===== config.mk =====
export PLATFORM = sky130hd
export DESIGN_NAME = pipelined_carry_adder
export DESIGN_NICKNAME = d
export VERILOG_FILES = /design/src/rtl/pipelined_carry_adder.sv
export SDC_FILE = /design/constraint.sdc
export NUM_CORES = 1
export LEC_CHECK = 0
export ABC_CLOCK_PERIOD_IN_PS = 7350
export CORE_MARGIN = 10
export CORE_UTILIZATION = 44
export CTS_CLUSTER_SIZE = 30
export DETAILED_ROUTE_END_ITERATION = 10
export PLACE_DENSITY = 0.67
export SYNTH_ARGS = -nofsm -noshare
export SYNTH_HDL_FRONTEND = slang
export SYNTH_SLANG_ARGS = --single-unit

===== constraint.sdc =====
create_clock -name clk -period 7.35 [get_ports clk]
set_input_delay 1.1025 -clock clk [delete_from_list [all_inputs] [get_ports clk]]
set_output_delay 1.1025 -clock clk [all_outputs]
set_load 0.02 [all_outputs]

===== src/rtl/pipelined_carry_adder.sv =====
`default_nettype none
// ============================================================================
// Module   : pipelined_carry_adder
// Purpose  : WIDTH-bit add/subtract with the carry resolved CHUNK bits per stage.
// Revision : 1.0
// ============================================================================
module pipelined_carry_adder #(
  parameter int WIDTH = 32,
  parameter int CHUNK = 8
) (
  input  logic             clk,
  input  logic             reset,
  input  logic             in_valid,
  output logic             in_ready,
  input  logic [WIDTH-1:0] in_a,
  input  logic [WIDTH-1:0] in_b,
  input  logic             in_cin,
  input  logic             in_sub,
  output logic             out_valid,
  input  logic             out_ready,
  output logic [WIDTH-1:0] out_sum,
  output logic             out_cout,
  output logic             out_ovf
);

  localparam int STAGES = WIDTH / CHUNK;

  generate
    if ((CHUNK < 1) || ((WIDTH % CHUNK) != 0)) begin : g_width_check
      $error("pipelined_carry_adder: WIDTH must be a positive multiple of CHUNK");
    end
  endgenerate

  // Index 0 is the entry register holding conditioned operands; index k+1
  // holds the result of resolving slice k.
  logic [STAGES:0]  vld;
  logic [STAGES:0]  c_q;
  logic [WIDTH-1:0] a_q [STAGES+1];
  logic [WIDTH-1:0] b_q [STAGES+1];
  logic [WIDTH-1:0] s_q [STAGES+1];
  logic [CHUNK:0]   part [STAGES];
  logic             advance;

  assign advance  = !(vld[STAGES] && !out_ready);
  assign in_ready = !reset && advance;

  generate
    for (genvar k = 0; k < STAGES; k++) begin : g_slice
      assign part[k] = {1'b0, a_q[k][k*CHUNK +: CHUNK]}
                     + {1'b0, b_q[k][k*CHUNK +: CHUNK]}
                     + {{CHUNK{1'b0}}, c_q[k]};
    end
  endgenerate

  always_ff @(posedge clk) begin
    if (reset) begin
      vld <= '0;
      c_q <= '0;
      for (int k = 0; k <= STAGES; k++) begin
        a_q[k] <= '0;
        b_q[k] <= '0;
        s_q[k] <= '0;
      end
    end else if (advance) begin
      vld <= {vld[STAGES-1:0], in_valid};
      if (in_valid) begin
        a_q[0] <= in_a;
        b_q[0] <= in_sub ? ~in_b : in_b;
        c_q[0] <= in_sub | in_cin;
        s_q[0] <= '0;
      end
      // Empty slots leave their data registers untouched.
      for (int k = 0; k < STAGES; k++) begin
        if (vld[k]) begin
          a_q[k+1]                     <= a_q[k];
          b_q[k+1]                     <= b_q[k];
          s_q[k+1]                     <= s_q[k];
          s_q[k+1][k*CHUNK +: CHUNK]   <= part[k][CHUNK-1:0];
          c_q[k+1]                     <= part[k][CHUNK];
        end
      end
    end
  end

  assign out_valid = vld[STAGES];
  assign out_sum   = s_q[STAGES];
  assign out_cout  = c_q[STAGES];
  assign out_ovf   = (a_q[STAGES][WIDTH-1] == b_q[STAGES][WIDTH-1]) &&
                     (s_q[STAGES][WIDTH-1] != a_q[STAGES][WIDTH-1]);

endmodule
`default_nettype wire


==> flow_summary.ini, run 1 <==
[yosys]
ys_warn_count = 0
yosys.area.top_type = edfxtp_1
ys_top_cells_by_count = 242 x edfxtp_1, 178 x and2_1, 53 x nor2_1
ys.flop_type = edfxtp_1
netlist.area_leader.share_pct = 66.9
synth_most_common_cell = edfxtp_1
syn_area_per_cell_um2 = 14.2
synth-edff-count = 242
synthTopCellsByArea = edfxtp_1 67%, and2_1 10%, ha_1 3.2%, xnor2_1 2.8%, dfxtp_1 1.8%
syn_inst = 765
synth_area_um2 = 10900
ys_ff_latch = 252
seq_area_frac_synth_pct = 68.7
syn-num-nets = 871
synthArstFlopShare_pct = 0
ys_types = 33

[worst_setup_path]
worstSetupStartpoint = reset
reg2reg_depth = 6
crit_required_ns = 6.25
crit_family = buffers and inverters
cp_num_cells = 4
cpMostUsedCell = clkdlybuf4s50_1
crit_path_max_incr_delay_ns = 0.72
end_kind = output port
cp_max_fo = 16
worst_path_max_delay_cell = clkdlybuf4s50_1
r2r_setup_slack_ns = 4.82
crit_chain = clkdlybuf4s50_1 > nor2_1 > buf_4 > clkdlybuf4s50_1
critPathBufInv = 3
rr_startpoint = vld[4]$_SDFFE_PP0N_
arrival_ns = 2.89
startpoint_type = primary input
worstSetupPathType = primary input to output port
r2r-end = s_q[3][8]$_SDFFCE_PP0P_

[route]
dr.pass1.iters = 5
totalWireLength_mm = 17.6
dr_total_vias = 5714
post_drt_wl_per_cell_um = 14.5
drt.antenna.violating_nets = 0
viasPerCell = 4.68
drc = 0
drt_iter0_drc = 347

[timing]
hold_viol = 0
slew_headroom_pct = 30.7
finalCriticalPeriod_ns = 3.99
timing.hold.ws_ns = 0.481
fin_crit_sh_pct = 54.3
setup_tns_ns = 0
max_slew.worst_pin.slew_ns = 1.04
setup_viol = 0
fin_skew_ns = 0.00760
rsz0062_at_grt = false
fmax_mhz = 251
slew_violations = 0

[grt]
grt_pass1_vias = 5800
overflow = 0
grt_max_degree = 112
grt_pass1_wl_mm = 28.2
antenna_found_initial = 1
grt_util_all_layers_pct = 11.2

[worst_hold_path]
hp-start = c_q[4]$_SDFFE_PP0P_
holdCritPathClass = flop to flop
hold_end = c_q[4]$_SDFFE_PP0P_
whs_path_depth = 2

[die]
die_area_um2 = 31400
rows = 57
chipWidth_um = 177
core-area_um2 = 24300
io_pins = 106
die_height_um = 177
start_util_pct = 44.7

[final_layout]
regArea_um2 = 7470
fillers = 2022
multi_input_area_um2 = 3130
area.growth.synth_to_final_pct = 19.8
finalNetCount = 982
drive_gt1_share_pct = 5.92

[cts]
htree_levels = 1
clk_pin_slew_ns = 0.06
cts_hold_buf = 0
clk_latency_ns = 0.52
cts_buffers = 27
cts_setup_buffers = 0
cts-resized-gates = 0
root_buffer = clkbuf_16
cts_buffer_depth = 3
clkSinkCount = 252
cts_tree = done

[placement]
io_buffers = 105
dp_hpwl_mm = 11.8
place.gp.congestion = 0.806

[power]
p_leak_nw = 4.82
peakVddDrop_mv = 0.141
p_total_mw = 3.32
p_per_area_nw_per_um2 = 255

[job]
maxCapViolCount = 0

[outcome]
status = completed
[cells in the final DEF, fill, tap and decap left out, types with 8 or more instances in the layout]
cell               n
a211oi_1          12
a21oi_1           17
and2_1           178
clkbuf_16         27
clkdlybuf4s50_1  104
dfxtp_1           10
edfxtp_1         242
fa_1               8
ha_1              28
inv_1             19
nand2_1           26
nor2_1            53
nor2b_1            9
nor3_1            23
o21a_1            10
o21ai_0           17
xnor2_1           35
[state kept, by name (all words and copies together), names as in the netlist]
name	flops
a_q	81
b_q	81
c_q	5
s_q	80
vld	5
[worst max-delay path by stage]
stage | end | slack [ns]
2_1_floorplan | a_q[1][10]$_SDFFCE_PP0P_ | 3.61
3_3_place_gp | in_ready | 3.38
3_5_place_dp | s_q[3][8]$_SDFFCE_PP0P_ | 3.34
4_1_cts | in_ready | 3.35
5_1_grt | in_ready | 3.22
6_report | in_ready | 3.36
[metrics by stage]
step	instance area [um^2]	utilization (%)	cells	setup slack, ns
global placement	12200	50.0	1171	3.38
CTS	13000	53.5	1219	3.35
finish	13000	53.5	1220	3.36
detailed placement	12200	50.0	1171	3.34
global route	13000	53.5	1220	3.22
floorplan	10900	-	765	3.61
[logic make-up after synthesis]
group	synth area share, %
AO/OA/AOI/OAI	4.81
flip-flops	68.7
XOR/XNOR	2.98
buffers and inverters	2.66
AND/OR/NAND/NOR	16.1
adder cells (fa/ha/maj)	4.70
[cell type report]
type / count / share of cell area (%)
tap: 324 / 3.11
multi-input combinational: 465 / 24.0
inverter: 19 / 0.548
timing repair buffer: 111 / 8.38
clock inverter: 12 / 0.817
clock buffer: 36 / 5.76
sequential: 252 / 57.4
antenna: 1 / 0.0192
[layer usage]
layer  wire (um)  vias up  global-route usage, %
met5           0        -                      0
met4         496        0                   3.64
met3         961       29                   2.56
met2        9230      104                   20.6
met1        6940     2667                   12.3
li1            -     2914                      -
[power breakdown]
part / switching, mW / internal (mW) / total (mW)
combinational: 0.164 / 0.145 / 0.309
clock: 0.515 / 0.779 / 1.29
sequential: 0.0262 / 1.69 / 1.72
[worst register-to-register path, stage by stage (launching register included)]
cell     delay (ns)
dfxtp_1        0.34
nor2b_1        0.20
nor2_1         0.10
buf_4          0.21
o21a_4         0.73
buf_4          0.60
and2_1         0.21
(Power assumes the default switching activity.)
==> run 2, diff against run 1 <==
ABC_CLOCK_PERIOD_IN_PS = 3500   (was 7350)
PLACE_DENSITY = 0.7   (was 0.67)
clock period = 3.5 ns   (was 7.35 ns; I/O delays follow)
==> run 2 against run 1 <==
Compared with the run above:
- combinational power rose by 110%
- critical endpoint unchanged
- non-clock buffer count is 5 higher
- register-to-register slack worse by 3.8 ns
- highest routed layer unchanged
- worst hold slack worse by 0.0041 ns
- sequential power rose by 110%
==> flow_summary.ini, run 2 (synthesis results as in run 1) <==
[outcome]
status = completed

[cts]
cts_buffers = 26
clkSinkCount = 252
cts_buffer_depth = 3
htree_levels = 1
cts_hold_buf = 0
clk_latency_ns = 0.51
root_buffer = clkbuf_16
clk_pin_slew_ns = 0.06
cts-resized-gates = 0
cts_setup_buffers = 0
cts_tree = done

[timing]
slew_headroom_pct = 33.1
worst_slack_ns = 0.678
setup_viol = 0
finalCriticalPeriod_ns = 2.82
fmax_mhz = 354
fin_skew_ns = 0.0126
setup_tns_ns = 0
slew_violations = 0
fin_crit_sh_pct = 80.6
hold_viol = 0
rsz0062_at_grt = false
max_slew.worst_pin.slew_ns = 1.00

[route]
drt.antenna.violating_nets = 0
totalWireLength_mm = 17.6
drt_iter0_drc = 258
dr_total_vias = 5729
post_drt_wl_per_cell_um = 14.3
drc = 0
dr.pass1.iters = 4
viasPerCell = 4.68

[worst_setup_path]
cpMostUsedCell = clkdlybuf4s50_1
r2r_setup_slack_ns = 1.01
end_kind = output port
crit_path_max_incr_delay_ns = 0.64
crit_required_ns = 2.97
cp_max_fo = 6
crit_chain = clkdlybuf4s50_1 > nor2b_1 > nor2_1 > buf_4 > clkdlybuf4s50_1
worst_path_max_delay_cell = clkdlybuf4s50_1
crit_family = buffers and inverters
critPathBufInv = 3
worstSetupPathType = primary input to output port
startpoint_type = primary input
arrival_ns = 2.30

[power]
switchingPower_mw = 1.48
power_frac_seq_pct = 50.6
p_leak_nw = 4.86
p_per_area_nw_per_um2 = 544
p_int_mw = 5.65
switching_share_pct = 20.8
peakVddDrop_mv = 0.346
p_comb_share_pct = 9.1
clkPwrFrac_pct = 40.3

[final_layout]
finalNetCount = 986
diodes = 0
area.growth.synth_to_final_pct = 20.6
largestRegisters = a_q: 81 flops, b_q: 81 flops, s_q: 80 flops
final_cell_mix = 242 x edfxtp_1, 178 x and2_1, 104 x clkdlybuf4s50_1
layout_commonest_cell = edfxtp_1
drive_gt1_share_pct = 6.56

[grt]
grt_pass1_vias = 5743
overflow = 0
antenna_found_initial = 0
grt_pass1_wl_mm = 28.1
grt_util_all_layers_pct = 11.0
grt_max_degree = 102

[placement]
dp_hpwl_mm = 12.0
post-place-ws_ns = 0.474
io_buffers = 105
place.gp.congestion = 0.785

[die]
start_util_pct = 44.7
die_height_um = 177
chipWidth_um = 177
core-area_um2 = 24300
rows = 57
io_pins = 106
die_area_um2 = 31400

[worst_hold_path]
holdCritPathClass = flop to flop

[job]
maxCapViolCount = 0
-- run 2: final cells by class --
cell class,instances,area [um^2]
fillers,1952,11200
repair buffers,116,1130
well taps,324,405
clock inverters,17,210
inverters,19,71.3
multi-input cells,465,3130
flip-flops and latches,252,7470
clock buffers,31,701
-- run 2: worst reg2reg max path: stages, from the launching register on --
cell	delay (ns)
dfxtp_1	0.36
nor2b_1	0.41
nor2_1	0.20
buf_4	0.21
nand2_1	0.24
nand2b_2	0.60
-- run 2: power by group through the flow --
stage	combinational [mW]	sequential [mW]	clock (mW)
finish	0.650	3.61	2.87
global route	0.731	3.63	3.04
CTS	0.661	3.61	2.93
detailed placement	0.657	3.67	0
global placement	0.643	3.67	0
floorplan	0.423	3.68	0
-- run 2: routing by layer --
layer	up-vias	global-route usage, %	wire length, um
met2	104	20.4	9170
met4	0	3.22	427
met1	2668	12.1	7020
li1	2927	-	-
met3	30	2.88	932
met5	-	0	0
-- run 2: worst paths after layout --
| check | startpoint | end | cells after the start |
|---|---|---|---|
| worst max-delay path | out_ready | in_ready | 5 |
| worst min-delay path | c_q[4]$_SDFFE_PP0P_ | c_q[4]$_SDFFE_PP0P_ | 2 |
| worst max register to register | vld[4]$_SDFFE_PP0N_ | s_q[3][18]$_SDFFCE_PP0P_ | 5 |
| worst min register to register | c_q[4]$_SDFFE_PP0P_ | c_q[4]$_SDFFE_PP0P_ | 2 |
-- run 2: per-stage QoR --
step | area [um^2] | util (%) | hold slack (ns) | instances | power, mW
final | 13100 | 53.9 | 0.477 | 1224 | 7.13
after global routing | 13100 | 53.9 | 0.500 | 1224 | 7.40
after CTS | 13100 | 53.9 | 0.484 | 1224 | 7.20
after detailed placement | 12200 | 50.2 | 0.476 | 1176 | 4.33
after global placement | 12200 | 50.2 | 0.458 | 1176 | 4.31
after floorplan | 10900 | - | 0.470 | 765 | 4.11
==> run 3, diff against run 2 <==
ABC_CLOCK_PERIOD_IN_PS = 2500   (was 3500)
clock period = 2.5 ns   (was 3.5 ns; I/O delays follow)
==> run 3 against run 2 <==
Compared with the run above:
- first-iteration DRC count fell by 2.7%
- sequential power rose by 40%
- via count up 1.7%
- clock skew is 0.0018 ns higher
- clock-buffer cell count is 6 higher
- register-to-register slack got worse by 0.82 ns
- sequential cell count did not move
- routed wire length rose by 1.2%
- worst hold slack got worse by 0.0032 ns
- critical path type is now flop to output port
- critical endpoint unchanged
- largest cell class unchanged
==> flow_summary.ini, run 3 (synthesis results as in run 1) <==
[die]
start_util_pct = 44.7
chipWidth_um = 177
core-area_um2 = 24300
die_height_um = 177
rows = 57
die_area_um2 = 31400
io_pins = 106

[final_layout]
final_cells = 1238
fin_area_um2 = 13200
drive_gt1_share_pct = 7.88
area.growth.synth_to_final_pct = 21.7
diodes = 0
largestRegisters = a_q: 81 flops, b_q: 81 flops, s_q: 80 flops
finalNetCount = 1001
regArea_um2 = 7470
final_cell_mix = 242 x edfxtp_1, 178 x and2_1, 104 x clkdlybuf4s50_1
multi_input_area_um2 = 3130
layout_commonest_cell = edfxtp_1
fillers = 2024

[cts]
clk_pin_slew_ns = 0.06
clkSinkCount = 252
cts_buffer_depth = 3
cts_buffers = 26
htree_levels = 1
clk_latency_ns = 0.52
cts_setup_buffers = 0
root_buffer = clkbuf_16
cts_tree = done
cts_hold_buf = 0

[worst_setup_path]
crit_required_ns = 2.12
worst_path_max_delay_cell = clkdlybuf4s50_1
crit_path_max_incr_delay_ns = 0.73
worstSetupEndpoint = in_ready
worstSetupPathType = flop to output port
startpoint_type = flop
arrival_ns = 1.98
cp_max_fo = 6
rr_startpoint = b_q[0][40]$_SDFFCE_PP0P_
reg2reg_depth = 8
worstSetupStartpoint = vld[4]$_SDFFE_PP0N_
r2r-end = s_q[2][14]$_SDFFCE_PP0P_
crit_family = buffers and inverters
critPathBufInv = 2
r2r_setup_slack_ns = 0.19
end_kind = output port
cp_num_cells = 4
crit_chain = nor2b_1 > buf_4 > nor2_1 > clkdlybuf4s50_1

[worst_hold_path]
hp-start = c_q[4]$_SDFFE_PP0P_
holdCritPathClass = flop to flop
whs_path_depth = 2

[timing]
worst_slack_ns = 0.150
slew_headroom_pct = 67.1
slew_violations = 0
hold_viol = 0
rsz0062_at_grt = false
setup_tns_ns = 0
finalCriticalPeriod_ns = 2.35
setup_viol = 0
timing.hold.ws_ns = 0.474
max_slew.worst_pin.slew_ns = 0.494
fin_skew_ns = 0.0144
fin_crit_sh_pct = 94.0
fmax_mhz = 425

[grt]
grt_util_all_layers_pct = 11.4
grt_pass1_wl_mm = 29.3
grt_pass1_vias = 5994
antenna_found_initial = 0
overflow = 0
grt_max_degree = 73

[power]
switching_share_pct = 21.1
switchingPower_mw = 2.08
clkPwrFrac_pct = 39.2
power_frac_seq_pct = 51.2
p_comb_share_pct = 9.7
peakVddDrop_mv = 0.432
p_leak_nw = 4.95
p_per_area_nw_per_um2 = 744
p_int_mw = 7.77

[placement]
io_buffers = 105
dp_hpwl_mm = 12.7
place_inst = 1191
post-place-ws_ns = 0.170
place.gp.congestion = 0.843
placed_area_um2 = 12400

[route]
post_drt_wl_per_cell_um = 14.4
totalWireLength_mm = 17.8
drc = 0
dr_total_vias = 5826
dr.pass1.iters = 4
drt.antenna.violating_nets = 0
drt_iter0_drc = 251
viasPerCell = 4.71

[job]
maxCapViolCount = 0

[outcome]
status = completed
==> run 3: tightest hold or removal path: stages (launching register included) <==
cell,delay [ns]
dfxtp_1,0.31
nand2b_1,0.07
a2bb2oi_1,0.05
==> run 3: through the flow <==
stage,utilization (%),power [mW]
floorplan,-,5.74
global placement,50.8,6.06
detailed placement,50.8,6.09
CTS,54.4,9.97
global route,54.4,10.3
finish,54.4,9.84
==> run 3: layout make-up <==
type | count | share of cell area (%)
Clock buffer | 37 | 5.54
Clock inverter | 10 | 0.974
Tap cell | 324 | 3.06
Inverter | 19 | 0.539
Timing Repair Buffer | 131 | 9.76
Sequential cell | 252 | 56.5
Multi-Input combinational cell | 465 | 23.7
==> run 3: worst min-delay path by stage <==
stage / to / slack [ns]
after floorplan: c_q[1]$_SDFFE_PP0N_ / 0.47
after global placement: c_q[4]$_SDFFE_PP0P_ / 0.46
after detailed placement: c_q[4]$_SDFFE_PP0P_ / 0.47
after CTS: c_q[4]$_SDFFE_PP0P_ / 0.48
after global routing: c_q[4]$_SDFFE_PP0P_ / 0.49
final: c_q[4]$_SDFFE_PP0P_ / 0.47
==> run 3: power by group through the flow <==
stage	logic, mW	clock network, mW	registers [mW]
6_report	0.951	3.85	5.04
5_1_grt	1.07	4.13	5.07
4_1_cts	0.969	3.96	5.04
3_5_place_dp	0.964	0	5.13
3_3_place_gp	0.938	0	5.12
2_1_floorplan	0.595	0	5.15
==> run 3: metal layers <==
metal  routed length, um  part of all wire, %  track usage, %  up-vias
li1                    -                    -               -     2958
met1                6870                   39            12.9     2720
met2                9390                   53            21.3      114
met3                1090                  6.1            2.45       34
met4                 411                  2.3            2.98        0
met5                   0                    0               0        -
==> run 3: repair_timing <==
| item | in CTS | in global routing |
|---|---|---|
| endpoints found under the setup margin | 0 | 2 |
| hold endpoints to repair | 0 | 0 |
| gates resized for setup | 0 | 2 |
